==> src/rtl/float_max_reduce.sv <==
//------------------------------------------------------------------------------
// float_max_reduce
//
// Versat functional unit computing a running and a windowed maximum over a
// stream of IEEE-754 binary32 values.
//
// After a one-cycle `run` pulse the unit waits `delay0` cycles and then takes
// one sample of `in0` on every cycle. Samples are grouped into windows of
// `amount` samples. A window length of 0 means the window never closes.
//
// Ports:
//   clk      - clock
//   rst      - synchronous, active-high reset
//   running  - accelerator running; low forces IDLE and out0 to 0
//   run      - one-cycle start pulse; loads delay0 and restarts the reduction
//   in0      - input float stream (one sample per cycle while accumulating)
//   delay0   - cycles to wait after run before the first sample
//   amount   - window length in samples (0 = unbounded)
//   out0     - running max of the current window (one cycle latency)
//   out1     - max of the last completed window, held until the next closes
//   done     - one-cycle pulse in the cycle out1 updates
//
// Optional feature macro: FLOAT_MAX_NAN_PROPAGATE_EN
//   Undefined (default): NaN samples are skipped; an all-NaN window closes
//                        with -inf.
//   Defined:             any NaN in a window makes out0 and the closing out1
//                        read as the canonical quiet NaN 32'h7FC0_0000.
//------------------------------------------------------------------------------
module float_max_reduce #(
  parameter int DELAY_W = 32,
  parameter int DATA_W  = 32
) (
  input  logic               clk,
  input  logic               rst,
  input  logic               running,
  input  logic               run,
  input  logic [DATA_W-1:0]  in0,
  input  logic [DELAY_W-1:0] delay0,
  input  logic [31:0]        amount,
  output logic [DATA_W-1:0]  out0,
  output logic [DATA_W-1:0]  out1,
  output logic               done
);

  localparam logic [31:0] NEG_INF = 32'hFF80_0000;
  localparam logic [31:0] QNAN    = 32'h7FC0_0000;

  typedef enum logic [1:0] {
    ST_IDLE = 2'd0,
    ST_WAIT = 2'd1,
    ST_ACC  = 2'd2
  } state_t;

  // Monotonic ordering key: larger unsigned key means larger float.
  // Negative values have all bits flipped so larger magnitude sorts lower;
  // positive values get the top bit set so they sort above every negative.
  function automatic logic [31:0] order_key(input logic [31:0] x);
    return x[31] ? ~x : (x | 32'h8000_0000);
  endfunction

  function automatic logic is_nan(input logic [31:0] x);
    return (x[30:23] == 8'hFF) && (x[22:0] != 23'd0);
  endfunction

  // Keeps the current value on a tie.
  function automatic logic [31:0] fmax_keep(input logic [31:0] cur,
                                            input logic [31:0] x);
    return (order_key(x) > order_key(cur)) ? x : cur;
  endfunction

  state_t             state_q,   state_d;
  logic [DELAY_W-1:0] delay_q,   delay_d;
  logic [31:0]        count_q,   count_d;
  logic [31:0]        cur_max_q, cur_max_d;
  logic [31:0]        out1_q,    out1_d;
  logic               done_q,    done_d;
  logic               sample_nan_s;
  logic               window_close_s;
`ifdef FLOAT_MAX_NAN_PROPAGATE_EN
  logic               nan_seen_q, nan_seen_d;
`endif

  // Next-state computation for the control FSM and reduction datapath.
  always_comb begin
    state_d        = state_q;
    delay_d        = delay_q;
    count_d        = count_q;
    cur_max_d      = cur_max_q;
    out1_d         = out1_q;
    done_d         = 1'b0;
    sample_nan_s   = is_nan(in0);
    window_close_s = (amount != 32'd0) &&
                     (({1'b0, count_q} + 33'd1) == {1'b0, amount});
`ifdef FLOAT_MAX_NAN_PROPAGATE_EN
    nan_seen_d     = nan_seen_q;
`endif

    if (!running) begin
      state_d = ST_IDLE;
    end else if (run) begin
      delay_d   = delay0;
      count_d   = 32'd0;
      cur_max_d = 32'd0;
`ifdef FLOAT_MAX_NAN_PROPAGATE_EN
      nan_seen_d = 1'b0;
`endif
      // A zero delay skips WAIT so the first sample is the next cycle.
      state_d   = (delay0 == '0) ? ST_ACC : ST_WAIT;
    end else begin
      case (state_q)
        ST_IDLE: begin
          state_d = ST_IDLE;
        end
        ST_WAIT: begin
          delay_d = delay_q - DELAY_W'(1);
          if (delay_q <= DELAY_W'(1)) begin
            state_d = ST_ACC;
          end else begin
            state_d = ST_WAIT;
          end
        end
        ST_ACC: begin
          // A NaN opening a window seeds -inf: every real sample compares
          // >= -inf, so this is equivalent to skipping it, and an all-NaN
          // window naturally closes with -inf.
          if (count_q == 32'd0) begin
            cur_max_d = sample_nan_s ? NEG_INF : in0;
          end else if (sample_nan_s) begin
            cur_max_d = cur_max_q;
          end else begin
            cur_max_d = fmax_keep(cur_max_q, in0);
          end
`ifdef FLOAT_MAX_NAN_PROPAGATE_EN
          nan_seen_d = ((count_q == 32'd0) ? 1'b0 : nan_seen_q) | sample_nan_s;
`endif
          if (window_close_s) begin
`ifdef FLOAT_MAX_NAN_PROPAGATE_EN
            out1_d = nan_seen_d ? QNAN : cur_max_d;
`else
            out1_d = cur_max_d;
`endif
            done_d  = 1'b1;
            count_d = 32'd0;
          end else if (count_q != 32'hFFFF_FFFF) begin
            count_d = count_q + 32'd1;
          end else begin
            count_d = count_q;
          end
        end
        default: begin
          state_d = ST_IDLE;
        end
      endcase
    end
  end

  // State registers with synchronous reset.
  always_ff @(posedge clk) begin
    if (rst) begin
      state_q   <= ST_IDLE;
      delay_q   <= '0;
      count_q   <= 32'd0;
      cur_max_q <= 32'd0;
      out1_q    <= 32'd0;
      done_q    <= 1'b0;
`ifdef FLOAT_MAX_NAN_PROPAGATE_EN
      nan_seen_q <= 1'b0;
`endif
    end else begin
      state_q   <= state_d;
      delay_q   <= delay_d;
      count_q   <= count_d;
      cur_max_q <= cur_max_d;
      out1_q    <= out1_d;
      done_q    <= done_d;
`ifdef FLOAT_MAX_NAN_PROPAGATE_EN
      nan_seen_q <= nan_seen_d;
`endif
    end
  end

  // out0 is gated by the live running input so it drops to 0 immediately.
`ifdef FLOAT_MAX_NAN_PROPAGATE_EN
  assign out0 = (running && (state_q == ST_ACC)) ?
                (nan_seen_q ? QNAN : cur_max_q) : 32'd0;
`else
  assign out0 = (running && (state_q == ST_ACC)) ? cur_max_q : 32'd0;
`endif
  assign out1 = out1_q;
  assign done = done_q;

endmodule

==> config.mk <==
export PLATFORM = sky130hd
export DESIGN_NAME = float_max_reduce
export DESIGN_NICKNAME = d
export VERILOG_FILES = /design/src/rtl/float_max_reduce.sv
export SDC_FILE = /design/constraint.sdc
export NUM_CORES = 1
export LEC_CHECK = 0
export ABC_CLOCK_PERIOD_IN_PS = 8000
export BUFFER_PORTS_ARGS = -buffer_cell sky130_fd_sc_hd__buf_2
export CAP_MARGIN = 20
export CELL_PAD_IN_SITES_DETAIL_PLACEMENT = 0
export CELL_PAD_IN_SITES_GLOBAL_PLACEMENT = 2
export CORE_AREA = 3 3 167 169
export CTS_CLUSTER_SIZE = 28
export DETAILED_ROUTE_END_ITERATION = 16
export DIE_AREA = 0 0 170 172
export PLACE_DENSITY_LB_ADDON = 0.05
export SLEW_MARGIN = 20
export SYNTH_ARGS = -nofsm -noshare
export SYNTH_HDL_FRONTEND = slang
export SYNTH_SLANG_ARGS = --single-unit
==> constraint.sdc <==
create_clock -name clk -period 8 [get_ports clk]
set_input_delay 0.4 -clock clk [delete_from_list [all_inputs] [get_ports clk]]
set_output_delay 0.4 -clock clk [all_outputs]
set_load 0.05 [all_outputs]
# --- Yosys cells after proc, flatten, opt, wreduce, memory -nomap -nowiden ---
# Index checks and enable logic that the tools add are counted.
op_classes:
  bitwise: 5
  n_mux: 20
  order_cmp: 2
  n_reduce_logical: 16
  n_eq_ne: 6
  addsub: 3
op_table:
  columns: ["op", "n"]
  rows:
  - ["32-bit two-way mux", 15]
  - ["32-bit zero test", 2]
  - ["32-bit inverter", 2]
  - ["32-bit by 1-bit adder with 33-bit output (second input constant)", 1]
  - ["33-bit by 32-bit == test with 1-bit output", 1]
  - ["32-bit by 1-bit adder with 32-bit output (second input constant)", 1]
  - ["32-bit > comparator", 1]
  - ["32-bit by 1-bit less-or-equal comparator with 1-bit output (second input constant)", 1]
  - ["32-bit inequality test (second input constant)", 1]
  - ["32-bit nonzero test", 1]
  - ["32-bit by 1-bit subtractor with 32-bit output (second input constant)", 1]
  - ["23-bit nonzero test", 1]
  - ["8-bit == test (second input constant)", 1]
  - ["2-bit two-way mux", 3]
  - ["2-bit one-hot mux with 2 select lines", 1]
  - ["2-bit AND reduction", 2]
  - ["4-bit AND reduction", 1]
  - ["2-bit nonzero test", 2]
  - ["4-bit OR reduction", 1]
  - ["1-bit logical AND", 3]
  - ["1-bit inverter", 3]
  - ["3-bit AND reduction", 1]
  - ["3-bit nonzero test", 1]
  - ["2-bit by 1-bit == test with 1-bit output (second input constant)", 1]
  - ["4 further kinds", 4]
totals:
  out_inout_bits: 65
  input_bits: 100
  reg_bits: 131
  word_cells: 58

# --- Logic depth before layout (Yosys ltp) ---
# Gate-level depths: netlist of the first run.
depth:
  ltp_word: 8
  ltp_mapped: 14
  mapped_depth_nobuf: 11

# --- Least setup slack after synthesis of the first run ---
# No wires, ideal clock.
synth_path:
  path_kind: "input to register"
  startpoint: "input in0[31]"
  endpoint: "register cur_max_q[23]"
  setup_ns: 0.128
  t_required_ns: 7.872
  path_stages: 13
  path_buffers: 3
  t_arrival_ns: 3.735
  slack_ns: 4.138
  path_cell_list: "clkbuf_1 -> clkbuf_1 -> xor2_1 -> ha_1 -> a21o_1 -> a21o_1 -> a221oi_1 -> o211ai_1 -> a221oi_1 -> clkbuf_1 -> nor2_1 -> a22oi_1 -> nor2_1"
synth_via:
  elab_chain_len: 8
synth_rtl:
  columns: ["item", "line", "rtl"]
  rows:
  - ["start, declared", "37", "input logic [DATA_W-1:0] in0,"]
  - ["32-bit inverter", "58", "return x[31] ? ~x : (x | 32'h8000_0000);"]
  - ["32-bit two-way mux *", "58", null]
  - ["32-bit > comparator *", "68", "return (order_key(x) > order_key(cur)) ? x : cur;"]
  - ["32-bit two-way mux *", "68", null]
  - ["32-bit two-way mux *", "128", "end else if (sample_nan_s) begin"]
  - ["32-bit two-way mux *", "126", "if (count_q == 32'd0) begin"]
  - ["32-bit two-way mux *", "110", "case (state_q)"]
  - ["32-bit two-way mux *", "100", "end else if (run) begin"]
  - ["end signal, assigned", "173", "cur_max_q <= cur_max_d;"]
  - ["end, declared", "74", "logic [31:0] cur_max_q, cur_max_d;"]
# Mark *: on every way between the ends. The rest lies on a longest branch, timed or not. The select of a mux whose other input is x is not followed.
# A chain may end at the register's enable or synchronous reset.

# --- Worst setup path in the final report of the first run ---
layout_path:
  startpoint: "register count_q[11]"
  endpoint: "register out1_q[25], in the netlist out1[25]"
layout_via:
  elab_chain_len: 4
  elab_cells_between_ends: 6
  cone_classes: "add/sub: 1; eq/ne: 1; mux: 1; reduce/logical: 3"
layout_rtl:
  columns: ["item", "line", "rtl"]
  rows:
  - ["start, declared", "73", "logic [31:0] count_q, count_d;"]
  - ["start signal, assigned", "172", "count_q <= count_d;"]
  - ["32-bit by 1-bit adder with 33-bit output", "93", "(({1'b0, count_q} + 33'd1) == {1'b0, amount});"]
  - ["33-bit by 32-bit == test with 1-bit output", "93", null]
  - ["1-bit logical AND", "92", "window_close_s = (amount != 32'd0) &&"]
  - ["4-bit AND reduction (no line)", null, null]
  - ["end signal, assigned", "174", "out1_q <= out1_d;"]
  - ["end, declared", "75", "logic [31:0] out1_q, out1_d;"]
# Several ways; a longest one is shown, not always the timed one.

==> results.py, run 1 <==
metrics = {
    "placed_design": {
        "gp_congestion": 0.869,
        "placement.io_buffers": 164,
        "cell_area_reported_after_detailed_placement_mm2": 0.0105,
        "post-dp-hpwl_um": 22700,
    },
    "synth": {
        "yosysWarnings": 0,
        "postSynth.asyncResetShare_pct": 0,
        "nets_in_the_synthesized_netlist": 1364,
        "synth-edff-count": 0,
        "ys.flop_type": "sky130_fd_sc_hd__dfxtp_1",
        "post_synth_instance_area_mm2": 0.00954,
        "synth_sequential_area_ratio_pct": 27.5,
        "postSynthCellCount": 1228,
        "syn-mean-instance-area_um2": 7.77,
        "synth-seq-cells": 131,
        "yosysUniqueCellTypes": 73,
    },
    "drt": {
        "vias": 9424,
        "wl_per_cell_um": 18.8,
        "detail_route.drc_violations": 0,
        "drt-initial-drc-count": 480,
        "via_density_per_instance": 5.59,
        "wl_um": 31800,
        "number_of_nets_with_antenna_violations_after_detailed_routing": 0,
        "dr.pass1.iters": 5,
    },
    "final_layout": {
        "layout.nets": 1469,
        "multi_input_comb_area_mm2": 0.00649,
        "antennaDiodeCount": 0,
        "fill_cell_instance_count_of_the_final_layout": 2794,
        "finish.instance_area_mm2": 0.0111,
        "layout-drive-gt1-share_pct": 19.2,
        "area_growth_syn_to_layout_pct": 16.7,
        "register_area_mm2": 0.00262,
    },
    "setup_path": {
        "timing.rr.start": "count_q[11]",
        "critPathRequiredTime_ns": 8.32,
        "timing.reg2reg.setup_slack_ns": 3.75,
        "max_stage_delay_ns": 0.67,
        "path_cells": "nand4_1, nor3_2, and4_1, mux2_2, o311a_1, a2111oi_4, nand3_4, o31ai_1",
        "worst-r2r-cell-count": 8,
        "timing.critical_path.arrival_ns": 4.57,
        "timing.rr.end": "out1[25]",
        "critical_path_class": "reg2reg",
        "timing.critical_path.to_type": "flop",
        "setup.worst_path.start_class": "flop",
        "peak_fanout_along_the_critical_path": 64,
        "critical-path-slowest-cell": "sky130_fd_sc_hd__a2111oi_4",
    },
    "timing": {
        "setup_viol": 0,
        "setup_tns_ns": 0,
        "final_max_slew_viol_count": 0,
        "clock.fmax_ghz": 0.235,
        "final_hold_viol_count": 0,
        "final.setup_skew_ns": 0.0147,
        "rsz0062_at_grt": "false",
        "slew_headroom_pct": 27.2,
        "worstMarginPinSlew_ns": 1.09,
        "share_of_the_cycle_needed_by_the_critical_path_after_routing_pct": 53.2,
        "post-route-min-period_ns": 4.25,
    },
    "clock_network": {
        "tritoncts": "done",
        "clk-insertion-delay-late_ns": 0.42,
        "clkSinkCount": 131,
        "cts_buffers": 17,
        "cts_resized": 0,
        "post_cts_buffers": 0,
        "clock_root_buffer": "sky130_fd_sc_hd__clkbuf_16",
        "path_clk_slew_ns": 0.06,
        "holdBufCountCts": 0,
        "clockBufferDepth": 2,
        "h_tree_lvls": 4,
    },
    "floorplan": {
        "die_width_um": 170,
        "initial_standard_cell_utilization_of_the_core_pct": 35.7,
        "die_h_um": 172,
        "floorplan.die_area_mm2": 0.0292,
        "row_count": 60,
        "floorplan.core_area_mm2": 0.0267,
        "pin_count": 165,
    },
    "grt": {
        "antenna_found_initial": 0,
        "global_route.overflow_total": 0,
        "first_global_vias": 9011,
        "grt_max_degree": 74,
        "grt_pass1_wl_um": 50100,
        "globalRouteTotalUtil_pct": 21.3,
    },
    "pwr": {
        "power.density_mw_per_mm2": 155,
        "cellLeakagePower_nw": 4.27,
        "fin_total_pwr_mw": 1.72,
        "ir_drop_mv": 0.113,
    },
    "flow_run": {
        "reported_max_cap_violation_count": 0,
    },
    "hold_path": {
        "worstHoldEndpoint": "delay_q[0]",
        "holdCritPathClass": "in2reg",
        "hp-start": "delay0[0]",
        "holdPathStages": 3,
    },
    "status": {
        "run_status": "complete, no violations",
    },
}
-- worst max-delay path, delay by kind of cell (launching register included) --
kind,cells,cell delay (ns)
muxes,1,0.35
AOI/OAI and AO/OA,3,1.47
DFF,1,0.51
and+or+nand+nor,4,1.77
-- cell usage after synthesis (all sizes together) (4+ instances only) --
library cell / number / area share, %
dfxtp: 131 / 27
nand2: 113 / 4.5
nor2: 103 / 4.1
o21ai: 84 / 4.4
clkbuf: 70 / 2.8
a21oi: 59 / 3.1
xnor2: 56 / 5.1
nand3: 51 / 3.0
xor2: 51 / 4.7
and2: 44 / 2.9
nor4: 44 / 3.3
a22oi: 36 / 2.8
ha: 36 / 4.7
nand4: 35 / 2.4
nand3b: 32 / 2.5
nor3: 29 / 1.6
inv: 23 / 0.91
mux2: 23 / 2.7
buf: 20 / 1.1
o31ai: 16 / 1.3
mux2i: 15 / 1.6
a21o: 13 / 1.0
and3: 12 / 0.79
or3: 11 / 0.72
a211oi: 10 / 0.92
a31oi: 9 / 0.59
o211ai: 9 / 0.71
or4: 9 / 0.75
a221oi: 7 / 0.64
a22o: 7 / 0.64
and4: 7 / 0.64
nand2b: 7 / 0.46
nor2b: 6 / 0.39
o21a: 6 / 0.47
o22ai: 5 / 0.33
nor3b: 4 / 0.31
-- worst max-delay path by stage --
stage,end,start,cells past startpoint,slack (ns)
finish,out1[25],count_q[11],8,3.75
global route,out1[11],count_q[11],9,3.39
CTS,out1[31],count_q[14],9,3.80
detailed placement,out1[15],in0[31],11,3.78
global placement,out1[10],in0[31],11,3.75
floorplan,cur_max_q[23],in0[31],13,4.14
-- report_power, final --
part | internal, mW | switching, mW
sequential | 0.663 | 0.0109
combinational | 0.100 | 0.160
clock | 0.461 | 0.326
-- area by class of cell --
type                       count  area share (%)
sequential                   131            23.6
clock inverter                15            1.42
clock buffer                  17            3.82
multi-input combinational    984            58.4
timing repair buffer         176            8.21
inverter                      23           0.776
tap                          341            3.83
-- registers in the layout, summed over array words and instances (netlist names) --
register / count
count_q: 32
cur_max_q: 32
delay_q: 32
out1: 32
state_q: 2
done: 1
-- logic make-up after synthesis --
family | share of synthesized area [%]
AOI/OAI and AO/OA | 19.6
and+or+nand+nor | 29.1
xor gates and xnor gates | 9.83
buffers and inverters | 4.80
muxes | 4.29
DFF | 27.5
adders and majority gates | 4.83
-- per-stage QoR --
stage / worst slack, ns / std cells / utilization [%] / hold slack (ns)
final: 3.75 / 1687 / 41.6 / 0.275
after global routing: 3.39 / 1687 / 41.6 / 0.283
after CTS: 3.80 / 1687 / 41.6 / 0.255
after detailed placement: 3.78 / 1655 / 39.5 / 0.464
after global placement: 3.75 / 1655 / 39.4 / 0.464
after floorplan: 4.14 / 1228 / - / 0.444
-- cell usage in the layout (no fill, tap or decap), drive strengths merged, types with 4 or more instances in the layout --
| cell | count |
|---|---|
| xnor2 | 56 |
| inv | 26 |
| o211ai | 9 |
| xor2 | 51 |
| a22oi | 36 |
| nand2b | 7 |
| a22o | 7 |
| nand3b | 32 |
| and4 | 7 |
| o31ai | 16 |
| a211oi | 10 |
| nor4 | 44 |
| nor2 | 103 |
| mux2i | 15 |
| nand2 | 113 |
| a221oi | 7 |
| clkinv | 6 |
| clkinvlp | 4 |
| nand3 | 51 |
| a21o | 13 |
| clkbuf | 17 |
| and2 | 44 |
| nor3b | 4 |
| a31oi | 9 |
| dfxtp | 131 |
| buf | 176 |
| o21ai | 84 |
| or4 | 9 |
| mux2 | 23 |
| a21oi | 59 |
| or3 | 11 |
| o21a | 6 |
| and3 | 12 |
| ha | 36 |
| nand4 | 35 |
| nor2b | 6 |
| nor3 | 29 |
| o22ai | 5 |
-- metal layers --
metal  vias to the layer above  GRT usage, %  share of wire (%)
met2                       220          35.4                 47
li1                       4702             -                  -
met1                      4472          29.0                 47
met3                        30          3.38                4.0
met4                         0          5.64                1.8
met5                         -             0                  0
Note: power is estimated with default switching activity, not from simulation.
==> run 2: changes to the inputs <==
- ABC_CLOCK_PERIOD_IN_PS: 8000 -> 4420
- CORE_AREA: 3 3 167 169 -> 3 3 174 176
- DIE_AREA: 0 0 170 172 -> 0 0 177 179
- clock period: 8 -> 4.42 ns (I/O delays scaled with it)
==> run 2 against run 1 <==
Compared with the run above:
- flip-flop and latch count did not move
- highest routed layer unchanged
- combinational power rose by 85%
- wire length rose by 1.6%
- register-to-register slack got worse by 3.2 ns
- maximum frequency rose by 10%
- critical path type unchanged
- total power rose by 85%
- via count rose by 0.25%
==> results.py, run 2 (same netlist as run 1, synthesis figures left out) <==
metrics = {
    "status": {
        "run_status": "complete, no violations",
    },
    "final_layout": {
        "antennaDiodeCount": 0,
        "layout.nets": 1497,
        "layout_commonest_cell": "sky130_fd_sc_hd__buf_2",
        "layout-drive-gt1-share_pct": 20.8,
        "most_frequent_cells_in_the_layout": "163 x sky130_fd_sc_hd__buf_2, 130 x sky130_fd_sc_hd__dfxtp_1, 112 x sky130_fd_sc_hd__nand2_1",
        "area_growth_syn_to_layout_pct": 19.9,
    },
    "clock_network": {
        "clk-insertion-delay-late_ns": 0.43,
        "tritoncts": "done",
        "clkSinkCount": 131,
        "holdBufCountCts": 0,
        "path_clk_slew_ns": 0.07,
        "cts_resized": 0,
        "clock_root_buffer": "sky130_fd_sc_hd__clkbuf_16",
        "cts_buffers": 17,
        "h_tree_lvls": 4,
        "post_cts_buffers": 0,
        "clockBufferDepth": 2,
    },
    "timing": {
        "rsz0062_at_grt": "false",
        "setup_viol": 0,
        "setup_tns_ns": 0,
        "final.hold.worst_slack_ns": 0.0847,
        "clock.fmax_ghz": 0.259,
        "slew_headroom_pct": 32.7,
        "finalWorstSetupSlack_ns": 0.564,
        "final_hold_viol_count": 0,
        "final_max_slew_viol_count": 0,
        "worstMarginPinSlew_ns": 1.01,
        "final.setup_skew_ns": 0.0127,
        "post-route-min-period_ns": 3.86,
        "share_of_the_cycle_needed_by_the_critical_path_after_routing_pct": 87.3,
    },
    "drt": {
        "wl_per_cell_um": 18.4,
        "wl_um": 32300,
        "detail_route.drc_violations": 0,
        "via_density_per_instance": 5.37,
        "vias": 9448,
        "dr.pass1.iters": 5,
        "number_of_nets_with_antenna_violations_after_detailed_routing": 0,
        "drt-initial-drc-count": 423,
    },
    "hold_path": {
        "holdPathStages": 3,
        "holdCritPathClass": "in2reg",
        "hp-start": "delay0[0]",
        "worstHoldEndpoint": "delay_q[0]",
    },
    "setup_path": {
        "path_cells": "ha_1, and2_1, nand4_2, or4_1, a222oi_1, nand4b_1, a2111oi_4, a211oi_4, buf_4, a21o_1, a22o_1",
        "timing.rr.start": "count_q[0]",
        "timing.rr.end": "count_q[10]",
        "worst-r2r-cell-count": 11,
        "timing.critical_path.arrival_ns": 4.17,
        "critPathRequiredTime_ns": 4.73,
        "critical-path-slowest-cell": "sky130_fd_sc_hd__or4_1",
        "timing.critical_path.to_type": "flop",
        "peak_fanout_along_the_critical_path": 13,
        "timing.reg2reg.setup_slack_ns": 0.56,
        "max_stage_delay_ns": 0.54,
        "critical_path_class": "reg2reg",
        "setup.worst_path.start_class": "flop",
    },
    "floorplan": {
        "die_h_um": 179,
        "die_width_um": 177,
        "floorplan.core_area_mm2": 0.0288,
        "initial_standard_cell_utilization_of_the_core_pct": 33.1,
        "pin_count": 165,
        "floorplan.die_area_mm2": 0.0317,
        "row_count": 62,
    },
    "grt": {
        "global_route.overflow_total": 0,
        "first_global_vias": 9000,
        "grt_pass1_wl_um": 51500,
        "globalRouteTotalUtil_pct": 20.4,
        "grt_max_degree": 75,
        "antenna_found_initial": 0,
    },
    "placed_design": {
        "placement.io_buffers": 164,
        "pre_cts_ws_ns": 0.474,
        "post-dp-hpwl_um": 23800,
        "gp_congestion": 0.902,
    },
    "pwr": {
        "power.density_mw_per_mm2": 279,
        "ir_drop_mv": 0.257,
        "cellLeakagePower_nw": 4.43,
    },
    "flow_run": {
        "reported_max_cap_violation_count": 0,
    },
}
==> run 2: changes by cell type in the layout (fill, tap and decap cells not counted), sizes merged <==
cell / change
clkbuf: +2
buf: +28
clkinvlp: -1
inv: +1
clkinv: -2
==> run 2: worst max-delay path: cells and delay by family (launching register included) <==
family	cells	cell delay, ns
compound gates	5	1.47
simple gates	4	1.21
flops	1	0.46
fa+ha+maj	1	0.36
buf+inv	1	0.24
==> run 2: area by class of cell <==
type / instances / area (um2)
Tap cell: 384 / 480
Clock buffer: 19 / 453
Fill cell: 3083 / 17300
Timing Repair Buffer: 204 / 1150
Sequential cell: 131 / 2620
Clock inverter: 13 / 149
Inverter: 23 / 86.3
Multi-Input combinational cell: 984 / 6490
==> run 2: metal layers <==
metal / global-route usage (%) / up-vias / wire (um)
li1: - / 4737 / -
met1: 27.8 / 4494 / 15400
met2: 33.5 / 189 / 15100
met3: 3.05 / 28 / 1250
met4: 5.60 / 0 / 529
met5: 0 / - / 0
==> run 2: stage by stage <==
stage                     instance area, um2  total power [mW]  util, %  std cells
after CTS                              11400              3.23     39.7       1757
after global routing                   11400              3.34     39.7       1758
final                                  11400              3.19     39.7       1758
after detailed placement               10800              1.73     37.6       1725
after global placement                 10800              1.73     37.6       1725
after floorplan                         9540              1.54        -       1228
==> run 2: power breakdown <==
group	total [mW]	internal, mW	switching, mW
Clock	1.48	0.870	0.614
Sequential	1.22	1.20	0.0199
Combinational	0.482	0.191	0.291
Total	3.19	2.26	0.925
==> run 2: worst max path at each step <==
stage                        from             to  cells after the start
floorplan           cur_max_q[31]  cur_max_q[23]                     13
global placement       count_q[0]    count_q[10]                     11
detailed placement    count_q[11]    count_q[21]                     10
CTS                    count_q[0]    count_q[10]                     11
global route           count_q[0]    count_q[22]                     11
finish                 count_q[0]    count_q[10]                     11
==> run 3: changes to the inputs <==
- BUFFER_PORTS_ARGS: -buffer_cell sky130_fd_sc_hd__buf_2 -> unset
- CORE_AREA: 3 3 174 176 -> 3 3 165 167
- DIE_AREA: 0 0 177 179 -> 0 0 168 170
- DONT_BUFFER_PORTS: unset -> 1
- REMOVE_ABC_BUFFERS: unset -> 1
==> run 3 against run 2 <==
Compared with the run above:
- sequential power hardly changed
- maximum frequency hardly changed
- critical path depth is 1 higher
- final cell count is 10% lower
- hold slack worse by 0.068 ns
- register-to-register slack hardly changed
- combinational power is 13% lower
- final area is 3.9% lower
- wire length is 3.1% higher
- via count is 4.1% lower
- total power is 2.6% higher
- clock power is 10% higher
- largest cell class unchanged
==> results.py, run 3 (same netlist as run 1, synthesis figures left out) <==
metrics = {
    "status": {
        "run_status": "complete, no violations",
    },
    "timing": {
        "rsz0062_at_grt": "false",
        "setup_viol": 0,
        "final.setup_skew_ns": 0.0200,
        "share_of_the_cycle_needed_by_the_critical_path_after_routing_pct": 87.2,
        "final_max_slew_viol_count": 0,
        "worstMarginPinSlew_ns": 1.08,
        "final.hold.worst_slack_ns": 0.0165,
        "slew_headroom_pct": 28.0,
        "clock.fmax_ghz": 0.259,
        "post-route-min-period_ns": 3.86,
        "final_hold_viol_count": 0,
    },
    "setup_path": {
        "setup.worst_path.start_class": "flop",
        "worst-r2r-cell-count": 12,
        "critical_path_class": "reg2reg",
        "critPathRequiredTime_ns": 4.69,
        "timing.critical_path.arrival_ns": 4.13,
        "peak_fanout_along_the_critical_path": 64,
        "timing.critical_path.to_type": "flop",
    },
    "floorplan": {
        "die_h_um": 170,
        "die_width_um": 168,
        "floorplan.die_area_mm2": 0.0286,
        "initial_standard_cell_utilization_of_the_core_pct": 36.8,
        "row_count": 59,
        "floorplan.core_area_mm2": 0.0259,
        "pin_count": 165,
    },
    "pwr": {
        "cellLeakagePower_nw": 3.87,
        "power.density_mw_per_mm2": 297,
        "ir_drop_mv": 0.205,
    },
    "grt": {
        "grt_pass1_wl_um": 52200,
        "global_route.overflow_total": 0,
        "antenna_found_initial": 0,
        "globalRouteTotalUtil_pct": 22.9,
        "first_global_vias": 8862,
        "grt_max_degree": 74,
    },
    "hold_path": {
        "holdPathStages": 2,
        "holdCritPathClass": "in2reg",
    },
    "clock_network": {
        "tritoncts": "done",
        "h_tree_lvls": 4,
        "clk-insertion-delay-late_ns": 0.43,
        "clockBufferDepth": 2,
        "clock_root_buffer": "sky130_fd_sc_hd__clkbuf_16",
        "path_clk_slew_ns": 0.07,
        "clkSinkCount": 131,
        "cts_buffers": 17,
        "post_cts_buffers": 0,
    },
    "drt": {
        "drt-initial-drc-count": 746,
        "vias": 9057,
        "detail_route.drc_violations": 0,
        "via_density_per_instance": 5.73,
        "wl_per_cell_um": 21.0,
        "dr.pass1.iters": 5,
        "number_of_nets_with_antenna_violations_after_detailed_routing": 0,
        "wl_um": 33300,
    },
    "final_layout": {
        "layout-drive-gt1-share_pct": 9.38,
        "most_frequent_cells_in_the_layout": "130 x sky130_fd_sc_hd__dfxtp_1, 112 x sky130_fd_sc_hd__nand2_1, 100 x sky130_fd_sc_hd__nor2_1",
        "final_standard_cell_utilization_of_the_core_pct": 42.4,
        "area_growth_syn_to_layout_pct": 15.2,
        "antennaDiodeCount": 0,
        "layout_commonest_cell": "sky130_fd_sc_hd__dfxtp_1",
        "layoutNonFillerInstCount": 1582,
        "layout.nets": 1370,
    },
    "placed_design": {
        "post-dp-hpwl_um": 22600,
        "placed_cells": 1508,
        "placement.io_buffers": 0,
        "gp_congestion": 0.854,
    },
    "flow_run": {
        "reported_max_cap_violation_count": 0,
    },
}
-- run 3: final timing paths --
path	from	end	slack (ns)
min reg2reg	delay_q[30]	delay_q[30]	0.48
max reg2reg	count_q[12]	out1[23]	0.56
max	count_q[12]	out1[23]	0.56
min	rst	out1[22]	0.02
-- run 3: worst max-delay path: stages (launching register included) --
cell                        delay, ns
sky130_fd_sc_hd__dfxtp_1         0.52
sky130_fd_sc_hd__nand4_1         0.39
sky130_fd_sc_hd__nor3_2          0.21
sky130_fd_sc_hd__buf_4           0.18
sky130_fd_sc_hd__and4_1          0.30
sky130_fd_sc_hd__mux2_2          0.35
sky130_fd_sc_hd__o311a_1         0.35
sky130_fd_sc_hd__a2111oi_4       0.44
sky130_fd_sc_hd__buf_4           0.23
sky130_fd_sc_hd__nand3_4         0.07
sky130_fd_sc_hd__buf_4           0.31
sky130_fd_sc_hd__nand3b_1        0.19
sky130_fd_sc_hd__o31ai_1         0.08
-- run 3: per-layer routing --
metal	up-vias	wire length (um)	track usage (%)	share of wire, %
met5	-	0	0	0
met4	0	618	6.44	1.9
met3	33	1770	4.90	5.3
met2	244	15300	37.4	46
met1	4285	15600	30.7	47
li1	4495	-	-	-
-- run 3: power breakdown --
group / switching [mW] / internal (mW) / total, mW / leakage [nW]
sequential: 0.0203 / 1.20 / 1.22 / 1.06
clock: 0.593 / 1.03 / 1.63 / 0.321
combinational: 0.235 / 0.184 / 0.419 / 2.49
total: 0.848 / 2.42 / 3.27 / 3.87
-- run 3: metrics by stage --
step	total power [mW]	worst slack (ns)	cell area [um2]	TNS (ns)
3_5_place_dp	1.61	0.645	9890	0
6_report	3.27	0.564	11000	0
4_1_cts	3.30	0.621	11000	0
3_3_place_gp	1.61	0.666	9890	0
5_1_grt	3.41	0.342	11000	0
2_1_floorplan	1.51	-2.56	9170	-136.14
-- run 3: repair_timing --
action,CTS,global route
gates resized for setup,0,0
hold buffers,42,0
endpoints found under the hold margin,75,0
-- run 3: area by class of cell --
class	instances	area, um2
tap	335	419
inverter	23	86.3
clock buffer	20	457
clock inverter	12	203
multi-input combinational	984	6490
fill	2713	14900
sequential	131	2620
timing repair buffer	77	713
